## config.mk

```make
export PLATFORM = sky130hd
export DESIGN_NAME = id_ex_stage
export DESIGN_NICKNAME = d
export VERILOG_FILES = /design/src/rtl/id_ex_stage.sv
export SDC_FILE = /design/constraint.sdc
export NUM_CORES = 1
export LEC_CHECK = 0
export CORE_ASPECT_RATIO = 0.9
export CORE_MARGIN = 4
export CORE_UTILIZATION = 50
export DETAILED_ROUTE_END_ITERATION = 8
export PLACE_DENSITY = 0.83
export SLEW_MARGIN = 40
export SYNTH_ARGS = -nofsm -noshare
export SYNTH_HDL_FRONTEND = slang
export SYNTH_SLANG_ARGS = --single-unit
```

## constraint.sdc

```tcl
create_clock -name clk -period 5.2 [get_ports clk]
set_input_delay 1.04 -clock clk [delete_from_list [all_inputs] [get_ports clk]]
set_output_delay 1.04 -clock clk [all_outputs]
set_load 0.05 [all_outputs]
```

## src/rtl/id_ex_stage.sv

```systemverilog
// ID/EX pipeline register: one-cycle registered copy of decode outputs with load-use bubble,
// flush squash, execute-stall hold and saturating bubble/flush event counters.
module id_ex_stage #(
  parameter int XLEN = 32
) (
  input  logic            clk,
  input  logic            rst,
  input  logic            id_valid,
  input  logic [XLEN-1:0] id_pc,
  input  logic [XLEN-1:0] id_rs1_data,
  input  logic [XLEN-1:0] id_rs2_data,
  input  logic [XLEN-1:0] id_imm,
  input  logic [4:0]      id_rs1,
  input  logic [4:0]      id_rs2,
  input  logic [4:0]      id_rd,
  input  logic [2:0]      id_funct3,
  input  logic            id_funct7b5,
  input  logic            id_alu_src,
  input  logic            id_mem_to_reg,
  input  logic            id_reg_write,
  input  logic            id_mem_read,
  input  logic            id_mem_write,
  input  logic            id_branch,
  input  logic [1:0]      id_aluop,
  input  logic            flush,
  input  logic            ex_stall,
  output logic            ex_valid,
  output logic [XLEN-1:0] ex_pc,
  output logic [XLEN-1:0] ex_rs1_data,
  output logic [XLEN-1:0] ex_rs2_data,
  output logic [XLEN-1:0] ex_imm,
  output logic [4:0]      ex_rs1,
  output logic [4:0]      ex_rs2,
  output logic [4:0]      ex_rd,
  output logic [2:0]      ex_funct3,
  output logic            ex_funct7b5,
  output logic            ex_alu_src,
  output logic            ex_mem_to_reg,
  output logic            ex_reg_write,
  output logic            ex_mem_read,
  output logic            ex_mem_write,
  output logic            ex_branch,
  output logic [1:0]      ex_aluop,
  output logic            id_hold,
  output logic [15:0]     bubble_cnt,
  output logic [15:0]     flush_cnt
);

  // Control bundle order: alu_src, mem_to_reg, reg_write, mem_read, mem_write, branch, aluop[1:0]
  logic [7:0]      r_ctrl;
  logic            r_valid;
  logic [XLEN-1:0] r_pc;
  logic [XLEN-1:0] r_rs1_data;
  logic [XLEN-1:0] r_rs2_data;
  logic [XLEN-1:0] r_imm;
  logic [4:0]      r_rs1;
  logic [4:0]      r_rs2;
  logic [4:0]      r_rd;
  logic [2:0]      r_funct3;
  logic            r_funct7b5;
  logic [15:0]     r_bubble_cnt;
  logic [15:0]     r_flush_cnt;

  logic [7:0]      w_id_ctrl;
  logic            w_load_use;

  assign w_id_ctrl = {id_alu_src, id_mem_to_reg, id_reg_write, id_mem_read,
                      id_mem_write, id_branch, id_aluop};

  // rs2 is compared even for opcodes that do not read it; a spurious bubble is harmless
  assign w_load_use = r_valid & r_ctrl[4] & (r_rd != 5'd0) & id_valid &
                      ((r_rd == id_rs1) | (r_rd == id_rs2));

  assign id_hold = (w_load_use | ex_stall) & ~flush;

  always_ff @(posedge clk) begin
    if (rst) begin
      r_valid      <= 1'b0;
      r_ctrl       <= '0;
      r_pc         <= '0;
      r_rs1_data   <= '0;
      r_rs2_data   <= '0;
      r_imm        <= '0;
      r_rs1        <= '0;
      r_rs2        <= '0;
      r_rd         <= '0;
      r_funct3     <= '0;
      r_funct7b5   <= 1'b0;
      r_bubble_cnt <= '0;
      r_flush_cnt  <= '0;
    end else if (flush) begin
      r_valid <= 1'b0;
      r_ctrl  <= '0;
      if (r_flush_cnt != 16'hFFFF) r_flush_cnt <= r_flush_cnt + 16'd1;
    end else if (ex_stall) begin
      r_valid <= r_valid;
    end else if (w_load_use) begin
      // Clearing mem_read here is what guarantees the bubble lasts a single cycle
      r_valid <= 1'b0;
      r_ctrl  <= '0;
      if (r_bubble_cnt != 16'hFFFF) r_bubble_cnt <= r_bubble_cnt + 16'd1;
    end else begin
      r_valid    <= id_valid;
      r_ctrl     <= w_id_ctrl & {8{id_valid}};
      r_pc       <= id_pc;
      r_rs1_data <= id_rs1_data;
      r_rs2_data <= id_rs2_data;
      r_imm      <= id_imm;
      r_rs1      <= id_rs1;
      r_rs2      <= id_rs2;
      r_rd       <= id_rd;
      r_funct3   <= id_funct3;
      r_funct7b5 <= id_funct7b5;
    end
  end

  assign ex_valid      = r_valid;
  assign ex_pc         = r_pc;
  assign ex_rs1_data   = r_rs1_data;
  assign ex_rs2_data   = r_rs2_data;
  assign ex_imm        = r_imm;
  assign ex_rs1        = r_rs1;
  assign ex_rs2        = r_rs2;
  assign ex_rd         = r_rd;
  assign ex_funct3     = r_funct3;
  assign ex_funct7b5   = r_funct7b5;
  assign ex_alu_src    = r_ctrl[7];
  assign ex_mem_to_reg = r_ctrl[6];
  assign ex_reg_write  = r_ctrl[5];
  assign ex_mem_read   = r_ctrl[4];
  assign ex_mem_write  = r_ctrl[3];
  assign ex_branch     = r_ctrl[2];
  assign ex_aluop      = r_ctrl[1:0];
  assign bubble_cnt    = r_bubble_cnt;
  assign flush_cnt     = r_flush_cnt;

endmodule

```

==> impl_metrics.json <==
{
  "status": "complete, no violations",
  "synth_top_flop_cell": "dfxtp_1",
  "crit_path_start_kind": "input port",
  "routed_wl_mm": 32.37,
  "post_cts.repair.setup_buffers": 0,
  "intPower_mw": 2.687,
  "io_buffers": 348,
  "hpwl_mm": 21.85,
  "slowest_stage": "clkdlybuf4s50_1",
  "clockBufferDepth": 2,
  "final_layout_size_suffix_gt1_share_pct": 4.000,
  "synth-seq-area-share_pct": 36.46,
  "ys_ff_latch": 188,
  "cts_hold_buf": 0,
  "cts_tree": "done",
  "first_pass_iters": 5,
  "clock_latency_ns": 0.43,
  "syn2layout_area_growth_pct": 38.51,
  "die_x_um": 159.5,
  "numCtsBuffers": 17,
  "sw_frac_of_total_pct": 33.63,
  "grt_antenna_before_repair": 0,
  "cp_num_buf_inv": 2,
  "path_cells": "clkdlybuf4s50_1 -> xnor2_1 -> nand3_1 -> o22ai_1 -> a21oi_1 -> nor2_1 -> clkdlybuf4s50_1",
  "drt-initial-drc-count": 1071,
  "setup_violations": 0,
  "p_seq_share_pct": 39.8,
  "path_common_cell": "clkdlybuf4s50_1",
  "path_class": "in -> out",
  "slowest_delay_ns": 0.83,
  "core_um2": 20110,
  "required_ns": 4.16,
  "num_io_pins": 349,
  "cp-end-kind": "primary output",
  "combPwrFrac_pct": 26.7,
  "wire_per_inst_um": 16.99,
  "rsz0062_at_grt": "no",
  "hold_class": "reg -> reg",
  "initial_core_util_pct": 51.33,
  "final_common_cell": "clkdlybuf4s50_1",
  "worstPathMaxFanout": 4,
  "vias": 11159,
  "finalNetCount": 1799,
  "cts_max_level": 4,
  "ys_warn_count": 0,
  "p_sw_mw": 1.362,
  "min_period_ns": 4.459,
  "grt_overflow_total": 0,
  "track_usage_pct": 26.75,
  "drc": 0,
  "detail-route-antenna-nets": 0,
  "mostFrequentLayoutCells": "clkdlybuf4s50_1 (348), nand2_1 (304), dfxtp_1 (188)",
  "fp-row-count": 49,
  "max_freq_mhz": 224.3,
  "synth_edf_count": 0,
  "root_buffer": "clkbuf_16",
  "grt_max_degree": 220,
  "hold_viol": 0,
  "p_per_area_nw_per_um2": 283.2,
  "relSlewSlack_pct": 41.54,
  "synth_cells": 1396,
  "drv_cap": 0,
  "syn_avg_cell_area_um2": 7.394,
  "period_share_pct": 85.75,
  "grt_pass1_wl_mm": 51.34,
  "gp_congestion": 0.8437,
  "syn_nets": 1558,
  "slew_violations": 0,
  "async_flop_share_pct": 0,
  "crit_family": "buffers and inverters",
  "clkPwrFrac_pct": 33.5,
  "synth.distinct_cells": 49,
  "skew_ns": 0.01486,
  "clkTransAtPathRegs_ns": 0.07,
  "synthesis.area_um2": 10320,
  "ctsResizeCount": 0,
  "die_y_um": 144.3,
  "cts.sinks": 188,
  "fin_util_pct": 71.10,
  "tightest_slew_ns": 0.8768,
  "worst-endpoint-arrival_ns": 3.42,
  "antenna_cells": 0,
  "grt_pass1_vias": 10169,
  "fill_cells": 1608,
  "viasPerCell": 5.858,
  "die_area_um2": 23010,
  "power.leakage_nw": 5.500,
  "fin_setup_tns_ns": 0,
  "vdd_drop_max_v": 0.0002065
}
-- kinds of logic after synthesis --
kind of cell | share of synthesized area [%]
and+or+nand+nor | 30.17
AOI/OAI and AO/OA | 23.45
DFF | 36.46
buffers and inverters | 6.788
xor gates and xnor gates | 1.867
muxes | 1.018
adders and majority gates | 0.2424
-- synth_stat cells (2+ instances only) --
cell type	number	share of area, %
o311ai_0	142	12
and4_1	5	0.42
o2111ai_1	2	0.17
nand3_1	15	0.73
dfxtp_1	188	36
mux2_2	4	0.44
or3_1	3	0.18
xnor2_1	13	1.1
or4_1	2	0.15
clkbuf_1	91	3.3
buf_2	26	1.3
a22o_1	8	0.68
nor3_1	7	0.34
o21a_1	2	0.15
o41ai_1	2	0.17
nor2b_1	6	0.36
buf_4	11	0.80
o31ai_1	2	0.15
or2_2	4	0.24
o22ai_1	2	0.12
buf_6	11	1.2
o211ai_1	4	0.29
nand2_1	304	11
xor2_1	9	0.76
o2111a_1	2	0.22
o311ai_1	8	0.68
and3_1	151	9.2
nor2_1	176	6.4
ha_1	2	0.24
mux2_4	2	0.29
inv_1	2	0.073
buf_1	3	0.11
nor4_1	5	0.30
o31a_1	2	0.17
a21oi_1	153	7.4
mux2i_1	3	0.29
nand4_1	7	0.42
o21ai_0	6	0.29
-- flip-flops by register name, summed over array words and instances, names as in the netlist, 5 cells and up --
register     flops
ex_pc           32
ex_rs1_data     32
ex_rs2           5
ex_rs2_data     32
ex_rs1           5
ex_rd            5
r_ctrl           8
ex_imm          32
bubble_cnt      16
flush_cnt       16
-- power groups by stage --
stage	sequential [mW]	combinational, mW	clock [mW]
global placement	1.64	1.06	0
CTS	1.61	1.08	1.38
finish	1.61	1.08	1.36
detailed placement	1.64	1.08	0
global route	1.62	1.15	1.44
floorplan	2.00	0.307	0
-- layout make-up --
type / count / area (µm²) / area share [%]
Multi-Input combinational cell: 1063 / 5879 / 41.12
Sequential cell: 188 / 3764 / 26.32
Timing Repair Buffer: 364 / 3719 / 26.01
Clock buffer: 20 / 446.7 / 3.124
Tap cell: 255 / 319.1 / 2.232
Clock inverter: 12 / 153.9 / 1.076
Inverter: 3 / 16.27 / 0.1138
-- worst reg2reg max path, delay by kind of cell (launching register included) --
family	cells	cell delay, ns
buffers and inverters	1	0.50
and+or+nand+nor	1	0.21
xor gates and xnor gates	1	0.14
AOI/OAI and AO/OA	2	1.12
DFF	1	0.61
-- metrics by stage --
stage               total power [mW]  instances  setup WS (ns)  hold slack, ns  cell area (µm²)
floorplan                      2.305       1396          1.884          0.7038            10320
global placement               2.701       1871         0.8411          0.4573            13660
finish                         4.049       1905         0.7411          0.4759            14300
detailed placement             2.722       1873         0.7860          0.4581            13700
CTS                            4.077       1905         0.7736          0.4809            14300
global route                   4.214       1905         0.6282          0.5131            14300
-- routing by layer --
layer  track usage, %  up-vias  share of wire (%)  routed length, µm
li1                 -     5548                  -                  -
met1            33.26     5142                 42              13570
met2            43.80      403                 47              15090
met3            8.948       66                8.2               2654
met4            9.772        0                3.2               1047
met5                0        -                  0                  0
-- worst paths after layout --
kind | endpoint | cells after the start | slack [ns] | from
hold reg to reg | r_ctrl[6] | 1 | 0.48 | r_ctrl[6]
setup reg to reg | ex_rs2_data[20] | 5 | 2.45 | ex_rd[3]
setup / recovery | id_hold | 7 | 0.74 | id_rs1[3]
hold / removal | r_ctrl[6] | 1 | 0.48 | r_ctrl[6]
No activity file was read; power rests on OpenSTA's default activity.
